### config.mk
export PLATFORM = sky130hd
export DESIGN_NAME = zx_key_decoder_flat
export DESIGN_NICKNAME = d
export VERILOG_FILES = /design/src/rtl/zx_key_decoder_if.sv /design/src/rtl/zx_key_decoder.sv /design/src/flat_wrapper.sv
export SDC_FILE = /design/constraint.sdc
export NUM_CORES = 1
export LEC_CHECK = 0
export CAP_MARGIN = 20
export CORE_UTILIZATION = 46
export DETAILED_ROUTE_END_ITERATION = 8
export PLACE_DENSITY = 0.66
export SYNTH_ARGS = -nofsm -noshare
export SYNTH_HDL_FRONTEND = slang
export SYNTH_SLANG_ARGS = --single-unit
### constraint.sdc
create_clock -name clk -period 6 [get_ports clk]
set_input_delay 0.6 -clock clk [delete_from_list [all_inputs] [get_ports clk]]
set_output_delay 0.6 -clock clk [all_outputs]
set_load 0.02 [all_outputs]
### src/rtl/zx_key_decoder_if.sv
// Code output channel of zx_key_decoder: 16-bit key code with valid/ready handshake.
interface zx_key_decoder_if;
  logic [15:0] code_out;
  logic        code_valid;
  logic        code_ready;

  modport master (output code_out, output code_valid, input code_ready);
  modport slave  (input code_out, input code_valid, output code_ready);
endinterface

### src/rtl/zx_key_decoder.sv
// ZX Spectrum keyboard-matrix decoder: debounced key codes queued in a small FIFO.
// Optional release codes (bit 7 set) are enabled by defining ZX_KEYDEC_RELEASE_EN.
module zx_key_decoder #(
  parameter int unsigned DEBOUNCE_TICKS = 270000,
  parameter int unsigned FIFO_DEPTH     = 4
) (
  input  logic                    clk,
  input  logic                    reset,
  input  logic [4:0]              key_0,
  input  logic [4:0]              key_1,
  input  logic [4:0]              key_2,
  input  logic [4:0]              key_3,
  input  logic [4:0]              key_4,
  input  logic [4:0]              key_5,
  input  logic [4:0]              key_6,
  input  logic [4:0]              key_7,
  zx_key_decoder_if.master        code_if,
  output logic                    key_down,
  output logic                    overflow
);

  localparam int unsigned AW = (FIFO_DEPTH > 1) ? $clog2(FIFO_DEPTH) : 1;
  localparam logic [31:0] DB = 32'(DEBOUNCE_TICKS);
  // CS is key_0[0] (bit 0), SS is key_7[1] (bit 36)
  localparam logic [39:0] MOD_MASK = 40'h10_0000_0001;

  localparam logic [2:0] S_IDLE     = 3'd0;
  localparam logic [2:0] S_PRESS_DB = 3'd1;
  localparam logic [2:0] S_EMIT     = 3'd2;
  localparam logic [2:0] S_HELD     = 3'd3;
  localparam logic [2:0] S_REL_DB   = 3'd4;
`ifdef ZX_KEYDEC_RELEASE_EN
  localparam logic [2:0] S_EMIT_REL = 3'd5;
`endif

  logic [39:0] m_q, m_d;
  logic [39:0] snap_q, snap_d;
  logic [2:0]  state_q, state_d;
  logic [31:0] cnt_q, cnt_d;
  logic        overflow_q, overflow_d;

  logic [15:0]   mem_q [FIFO_DEPTH];
  logic [15:0]   mem_d [FIFO_DEPTH];
  logic [AW-1:0] wr_ptr_q, wr_ptr_d;
  logic [AW-1:0] rd_ptr_q, rd_ptr_d;
  logic [AW:0]   fill_q, fill_d;

  logic [39:0] m_nm;
  logic [39:0] snap_nm;
  logic        nm_any;
  logic [31:0] cnt_inc;
  logic [2:0]  row_idx;
  logic [4:0]  row_bits;
  logic        row_found;
  logic [15:0] press_code;
  logic [15:0] push_code;
  logic        push;
  logic        pop;
  logic        full;
  logic        wr_en;

  assign m_d     = {key_7, key_6, key_5, key_4, key_3, key_2, key_1, key_0};
  assign m_nm    = m_q | MOD_MASK;
  assign snap_nm = snap_q | MOD_MASK;
  assign nm_any  = ~&m_nm;
  assign cnt_inc = (cnt_q >= DB) ? DB : cnt_q + 32'd1;

  // Lowest-numbered row with a non-modifier key down wins; no rollover.
  always_comb begin
    row_idx   = '0;
    row_bits  = '1;
    row_found = 1'b0;
    for (int unsigned r = 0; r < 8; r++) begin
      if (!row_found && !(&snap_nm[5*r +: 5])) begin
        row_idx   = 3'(r);
        row_bits  = snap_nm[5*r +: 5];
        row_found = 1'b1;
      end
    end
    press_code = {5'b0, row_idx, 1'b0, ~snap_q[0], ~snap_q[36], row_bits};
  end

  always_comb begin
    state_d   = state_q;
    snap_d    = snap_q;
    cnt_d     = cnt_q;
    push      = 1'b0;
    push_code = press_code;
    case (state_q)
      S_IDLE: begin
        if (nm_any) begin
          snap_d  = m_q;
          cnt_d   = '0;
          state_d = S_PRESS_DB;
        end
      end
      S_PRESS_DB: begin
        if (m_q == snap_q) begin
          cnt_d = cnt_inc;
          if (cnt_inc == DB) state_d = S_EMIT;
        end else if (!nm_any) begin
          state_d = S_IDLE;
        end else begin
          snap_d = m_q;
          cnt_d  = '0;
        end
      end
      S_EMIT: begin
        push    = 1'b1;
        state_d = S_HELD;
      end
      S_HELD: begin
        if (!nm_any) begin
          cnt_d   = '0;
          state_d = S_REL_DB;
        end
      end
      S_REL_DB: begin
        if (nm_any) begin
          state_d = S_HELD;
        end else begin
          cnt_d = cnt_inc;
`ifdef ZX_KEYDEC_RELEASE_EN
          if (cnt_inc == DB) state_d = S_EMIT_REL;
`else
          if (cnt_inc == DB) state_d = S_IDLE;
`endif
        end
      end
`ifdef ZX_KEYDEC_RELEASE_EN
      // Snapshot is untouched since EMIT, so the press code is rebuilt with the same modifiers.
      S_EMIT_REL: begin
        push      = 1'b1;
        push_code = press_code | 16'h0080;
        state_d   = S_IDLE;
      end
`endif
      default: state_d = S_IDLE;
    endcase
  end

  assign full  = (fill_q == (AW+1)'(FIFO_DEPTH));
  assign pop   = (fill_q != '0) && code_if.code_ready;
  // A pop in the same cycle frees the slot, so a full FIFO still accepts the push.
  assign wr_en = push && (!full || pop);

  always_comb begin
    mem_d      = mem_q;
    wr_ptr_d   = wr_ptr_q;
    rd_ptr_d   = rd_ptr_q;
    fill_d     = fill_q;
    overflow_d = overflow_q | (push && full && !pop);
    if (wr_en) begin
      mem_d[wr_ptr_q] = push_code;
      wr_ptr_d        = wr_ptr_q + 1'b1;
    end
    if (pop) rd_ptr_d = rd_ptr_q + 1'b1;
    case ({wr_en, pop})
      2'b10:   fill_d = fill_q + 1'b1;
      2'b01:   fill_d = fill_q - 1'b1;
      default: fill_d = fill_q;
    endcase
  end

  always_ff @(posedge clk) begin
    if (reset) begin
      m_q        <= '1;
      snap_q     <= '1;
      state_q    <= S_IDLE;
      cnt_q      <= '0;
      overflow_q <= 1'b0;
      mem_q      <= '{default: '0};
      wr_ptr_q   <= '0;
      rd_ptr_q   <= '0;
      fill_q     <= '0;
    end else begin
      m_q        <= m_d;
      snap_q     <= snap_d;
      state_q    <= state_d;
      cnt_q      <= cnt_d;
      overflow_q <= overflow_d;
      mem_q      <= mem_d;
      wr_ptr_q   <= wr_ptr_d;
      rd_ptr_q   <= rd_ptr_d;
      fill_q     <= fill_d;
    end
  end

  assign code_if.code_valid = (fill_q != '0);
  assign code_if.code_out   = (fill_q != '0) ? mem_q[rd_ptr_q] : '0;
  assign overflow           = overflow_q;
`ifdef ZX_KEYDEC_RELEASE_EN
  assign key_down = (state_q == S_HELD) || (state_q == S_REL_DB) || (state_q == S_EMIT_REL);
`else
  assign key_down = (state_q == S_HELD) || (state_q == S_REL_DB);
`endif

endmodule

### src/flat_wrapper.sv
// flat-port wrapper written by rule: the top's interface ports become plain ports
module zx_key_decoder_flat 
#(
  parameter int unsigned DEBOUNCE_TICKS = 270000,
  parameter int unsigned FIFO_DEPTH     = 4
)
  (clk, reset, key_0, key_1, key_2, key_3, key_4, key_5, key_6, key_7, key_down, overflow, code_if_code_out, code_if_code_valid, code_if_code_ready);
  zx_key_decoder_if code_if_i ();
  input  logic clk;
  input  logic reset;
  input  logic [4:0] key_0;
  input  logic [4:0] key_1;
  input  logic [4:0] key_2;
  input  logic [4:0] key_3;
  input  logic [4:0] key_4;
  input  logic [4:0] key_5;
  input  logic [4:0] key_6;
  input  logic [4:0] key_7;
  output logic key_down;
  output logic overflow;
  output wire logic [$bits(code_if_i.code_out)-1:0] code_if_code_out;
  output wire logic [$bits(code_if_i.code_valid)-1:0] code_if_code_valid;
  input wire logic [$bits(code_if_i.code_ready)-1:0] code_if_code_ready;
  assign code_if_code_out = code_if_i.code_out;
  assign code_if_code_valid = code_if_i.code_valid;
  assign code_if_i.code_ready = code_if_code_ready;
  zx_key_decoder #(.DEBOUNCE_TICKS(DEBOUNCE_TICKS), .FIFO_DEPTH(FIFO_DEPTH)) u_core (.clk(clk), .reset(reset), .key_0(key_0), .key_1(key_1), .key_2(key_2), .key_3(key_3), .key_4(key_4), .key_5(key_5), .key_6(key_6), .key_7(key_7), .code_if(code_if_i), .key_down(key_down), .overflow(overflow));
endmodule
==> results of run 1 <==
[cells by family after synthesis]
logic type	synth area share, %
fa+ha+maj	1.19
xor+xnor	5.70
mux	3.59
other cells	0.0470
compound gates	18.0
buf+inv	6.75
flops	40.9
simple gates	23.8
[path summary, 6_finish.rpt]
kind / start / end / slack, ps / cells past startpoint
worst max register to register: u_core.snap_q[33]$_SDFFE_PP1P_ / u_core.snap_q[31]$_SDFFE_PP1P_ / 2780 / 8
worst min register to register: u_core.cnt_q[22]$_SDFFE_PP0P_ / u_core.cnt_q[22]$_SDFFE_PP0P_ / 460 / 1
worst min-delay path: u_core.cnt_q[22]$_SDFFE_PP0P_ / u_core.cnt_q[22]$_SDFFE_PP0P_ / 460 / 1
worst max-delay path: u_core.snap_q[33]$_SDFFE_PP1P_ / u_core.snap_q[31]$_SDFFE_PP1P_ / 2780 / 8
[layer usage]
layer | wire [um] | share of wire, % | GRT usage (%)
met5 | 0 | 0 | 0
met2 | 8520 | 47 | 34.7
met4 | 392 | 2.2 | 7.58
met3 | 685 | 3.8 | 4.60
met1 | 8460 | 47 | 28.5
[critical path: cells and delay by family, from the launching register on]
kind,cells,cell delay (ps)
AND/OR/NAND/NOR,5,1750
buffers and inverters,1,500
flip-flops,1,360
AO/OA/AOI/OAI,1,280
XOR/XNOR,1,200
[state kept, by name, indices dropped and copies added, names as in the netlist]
name,count
u_core.cnt_q,32
u_core.fill_q,3
u_core.m_q,40
u_core.mem_q,40
u_core.overflow,1
u_core.rd_ptr_q,2
u_core.snap_q,40
u_core.state_q,3
u_core.wr_ptr_q,2
[cells in the final DEF (no fill, tap or decap), types with 7 or more instances in the layout]
cell	count
clkdlybuf4s50_1	54
inv_1	60
nor3_1	8
xnor2_1	8
a211o_1	42
nor4_1	17
a211oi_1	22
a21o_1	10
nand2_1	48
a21oi_1	30
clkbuf_16	17
mux4_2	10
nand3_1	20
or3_1	10
nand4_1	26
or2_2	48
and2_1	29
o21ai_0	27
nor2_1	106
dfxtp_1	163
nor3b_1	7
xor2_1	44
[metrics by stage]
stage	instances	hold WS (ps)	cell area, um2	setup slack, ps	utilization [%]
6_report	1170	461	9170	2780	54.7
3_5_place_dp	1138	446	8540	2680	51.0
2_1_floorplan	921	430	8010	3540	-
3_3_place_gp	1138	444	8540	2700	51.0
4_1_cts	1170	465	9170	2700	54.7
5_1_grt	1170	477	9170	2350	54.7
[area by class of cell]
class | instances | area [um2] | share of cell area [%]
clock buffers | 17 | 425 | 4.64
multi-input cells | 637 | 4210 | 45.9
clock inverters | 15 | 203 | 2.21
repair buffers | 58 | 571 | 6.22
well taps | 220 | 275 | 3.00
inverters | 60 | 225 | 2.46
flip-flops and latches | 163 | 3260 | 35.6
[power by group]
group          leakage, nW  switching (mW)  internal, mW
clock network        0.304           0.467         0.701
logic                 1.95          0.0975        0.0845
registers             1.33          0.0327          1.11
total                 3.59           0.597          1.89
==> run summary, run 1 <==
Overall routed net length: 18.1 mm
Sequential area share after synthesis: 40.9%
Post-CTS Hold Buffers: 0
Setup crit start kind: flip-flop
Slowest cell on crit path: or3_2
Initial antenna violation count: 0
Critical path data arrival time: 3530 ps
Starting Density: 47.7%
Port Buffers: 55
Slew Limit Fails: 0
Vias per std cell: 5.47
Post-synth EDFFs: 0
Synth Cell Area: 7990 um2
Average wire per standard cell: 15.4 um
Rows: 47
Crit path max fanout: 50
Final period util: 53.6%
Most common cell on crit path: nor4_1
Setup TNS: 0 ps
Clock Latency Late Sink: 430 ps
CP Capture Type: flip-flop
Area of the die: 17900 um2
Final Setup Violations: 0
Layout cells sized above 1: 12.1%
DR iter-0 viols: 384
Async SR Flop Fraction: 0%
Post-CTS setup buffer count: 0
H-tree Lvls: 4
Top-count cell post-synth: dfxtp_1
RSZ-0062 raised after global routing: false
Cts bufs inserted: 17
Core box area: 16800 um2
Worst Hold Class: reg -> reg
Resized cells post-CTS: 0
Cell chosen for the clock root: clkbuf_16
Least-Margin Pin Slew: 822 ps
Routability cong.: 0.896
Pwr Density: 272 nW/um2
CTS sink count: 163
Distinct cells, synth: 73
Top Ports: 62
Overall power: 2.49 mW
DRC: 0
Synth area leaders: dfxtp_1, nor2_1, xor2_1
Top_reg_cell synth: dfxtp_1
DP Wirelength: 12.6 mm
Via count: 6398
Worst IR Drop VDD: 0.204 mV
Ys Warns: 0
Clock Tree Buf Depth: 2
Tmin final: 3220 ps
Antenna Nets Post-Route: 0
Max-slew headroom: 45.0%
GRT overflow: 0
Die height: 134 um
Clock transition time at the flip-flop clock pins of the worst setup and hold paths: 70 ps
FMAX: 0.311 GHz
Nets: 987
CP cell instances: xor2_1 -> nor4_1 -> nand4_1 -> nor4_1 -> or3_2 -> buf_4 -> nor2_1 -> a211o_1
P_leak: 3.59 nW
Max-Cap Viols: 0
GRT Util Overall: 21.6%
Status: complete, no violations
Post-synth top area share: 40.9%
Detailed Routing Iterations Pass 1: 5
Number of global-route vias before repair: 6054
Setup CP Type: reg -> reg
Yosys top cell by area: dfxtp_1
Antenna diodes: 0
Global-route wire length before repair: 30.6 mm
TritonCTS clock tree: yes
Largest net degree at the start of global routing: 75
Fill cells: 1565
Cell count after synthesis: 916
Final Hold Fails: 0
Worst path max stage delay: 560 ps
Post-Syn Area per Cell: 8.72 um2
Most instantiated cells after synthesis: dfxtp_1, nor2_1, inv_1, nand2_1, or2_2
Layout area overhead: 14.9%
CP required: 6320 ps
Chip Width: 134 um
Clock skew: 9.68 ps
#FFs+latches synth: 163
(Power assumes the default switching activity.)
==> run 2: changes to the inputs <==
==> constraint.sdc (replaced) <==
create_clock -name clk -period 3.1 [get_ports clk]
set_input_delay 0.31 -clock clk [delete_from_list [all_inputs] [get_ports clk]]
set_output_delay 0.31 -clock clk [all_outputs]
set_load 0.02 [all_outputs]
==> run summary, run 2 (same netlist as run 1, synthesis figures left out) <==
Status: complete, no violations
CP Capture Type: flip-flop
GRT Util Overall: 21.5%
Starting Density: 47.7%
GRT overflow: 0
Port Buffers: 55
H-tree Lvls: 4
Most frequent cells in the layout: dfxtp_1, nor2_1, inv_1, clkdlybuf4s50_1
Max-Cap Viols: 0
Final Setup Violations: 0
Cts bufs inserted: 17
Overall routed net length: 18.0 mm
Number of global-route vias before repair: 5922
R2r setup slk: 240 ps
Worst Hold Class: in -> reg
Setup TNS: 0 ps
Setup CP Type: reg -> reg
DP Wirelength: 12.9 mm
Place WS: 233 ps
Cell chosen for the clock root: clkbuf_16
Multi-input gate area: 4200 um2
Nets: 1001
Post-CTS setup buffer count: 0
Placed cell area: 8670 um2
Slowest cell on crit path: a211oi_2
Overall power: 4.71 mW
Core box area: 16800 um2
Worst reg2reg path endpoint: u_core.cnt_q[9]$_SDFFE_PP0P_
Max-slew headroom: 41.6%
Detailed Routing Iterations Pass 1: 5
Global-route wire length before repair: 30.0 mm
FMAX: 0.350 GHz
Register area: 3260 um2
CTS sink count: 163
Crit path max fanout: 12
Top Ports: 62
CP cell instances: nand4_1 -> or4_1 -> o31ai_4 -> o221ai_2 -> a211oi_2 -> buf_4 -> a21oi_1 -> o21ai_0
Rows: 47
Antenna Nets Post-Route: 0
Worst Setup EP: u_core.cnt_q[9]$_SDFFE_PP0P_
Layout area overhead: 16.1%
WHS: 431 ps
TritonCTS clock tree: yes
Tmin final: 2860 ps
Largest regs: u_core.m_q: 40 flops, u_core.mem_q: 40 flops, u_core.snap_q: 40 flops
Initial antenna violation count: 0
Average wire per standard cell: 15.2 um
Chip Width: 134 um
Routability cong.: 0.977
CP required: 3460 ps
PnR worst setup slack: 243 ps
Clock Tree Buf Depth: 2
Critical path data arrival time: 3220 ps
Least-Margin Pin Slew: 874 ps
DRC: 0
Resized cells post-CTS: 0
Clock transition time at the flip-flop clock pins of the worst setup and hold paths: 70 ps
Clock skew: 5.94 ps
P_leak: 3.66 nW
Origin of the critical flop-to-flop path: u_core.m_q[27]$_SDFF_PP1_
Final Cell Area: 9270 um2
Leading cell type in the layout, fill and taps excluded: dfxtp_1
Pwr Density: 508 nW/um2
Area of the die: 17900 um2
RSZ-0062 raised after global routing: false
Setup crit start kind: flip-flop
R2R cell count: 8
Clock Latency Late Sink: 430 ps
Crit path from: u_core.m_q[27]$_SDFF_PP1_
Largest net degree at the start of global routing: 82
Final Hold Fails: 0
Via count: 6490
Slew Limit Fails: 0
Worst path max stage delay: 750 ps
Post-CTS Hold Buffers: 0
DR iter-0 viols: 437
Fill cells: 1570
Layout cells sized above 1: 13.3%
Antenna diodes: 0
Final period util: 92.2%
Vias per std cell: 5.48
Worst IR Drop VDD: 0.402 mV
Die height: 134 um
==> run 2: changes by cell type in the layout (fill, tap and decap cells not counted), sizes merged <==
cell | previous run | this run
clkinv | 5 | 3
clkinvlp | 2 | 1
clkbuf | 17 | 18
buf | 4 | 18
inv | 64 | 68
bufinv | 4 | 2
==> run 2: worst min-delay path by stage <==
stage / startpoint / to / slack, ps / depth (start not counted)
floorplan: key_0[0] / u_core.m_q[0]$_SDFF_PP1_ / 410 / 1
global placement: u_core.cnt_q[31]$_SDFFE_PP0P_ / u_core.cnt_q[31]$_SDFFE_PP0P_ / 450 / 1
detailed placement: u_core.cnt_q[29]$_SDFFE_PP0P_ / u_core.cnt_q[29]$_SDFFE_PP0P_ / 450 / 1
CTS: key_3[2] / u_core.m_q[17]$_SDFF_PP1_ / 410 / 2
global route: key_2[0] / u_core.m_q[10]$_SDFF_PP1_ / 420 / 2
finish: key_3[4] / u_core.m_q[19]$_SDFF_PP1_ / 430 / 2
==> run 2: layout make-up <==
| type | count | share of cell area, % |
|---|---|---|
| Multi-Input combinational cell | 637 | 45.4 |
| Sequential cell | 163 | 35.2 |
| Timing Repair Buffer | 72 | 7.56 |
| Clock buffer | 18 | 4.74 |
| Tap cell | 220 | 2.97 |
| Inverter | 60 | 2.43 |
| Clock inverter | 14 | 1.75 |
==> run 2: worst max-delay path, delay by kind of cell, from the launching register on <==
kind            cells  cell delay [ps]
compound gates      5             1370
buf+inv             1              270
flops               1              370
simple gates        2              760
==> run 2: routing by layer <==
layer | track usage (%) | vias to the layer above | part of all wire [%]
met4 | 11.3 | 0 | 4.3
met3 | 4.72 | 51 | 3.9
li1 | - | 3275 | -
met5 | 0 | - | 0
met1 | 28.1 | 2989 | 47
met2 | 32.9 | 175 | 45
==> run 2: where the power goes <==
part	switching, mW	internal [mW]	total [mW]
clock	0.909	1.23	2.14
sequential	0.0599	2.15	2.21
combinational	0.198	0.167	0.366
==> run 2: through the flow <==
stage                     std cells  util (%)
final                          1184      55.3
after global placement         1152      51.7
after floorplan                 921         -
after CTS                      1184      55.3
after detailed placement       1152      51.7
after global routing           1184      55.3
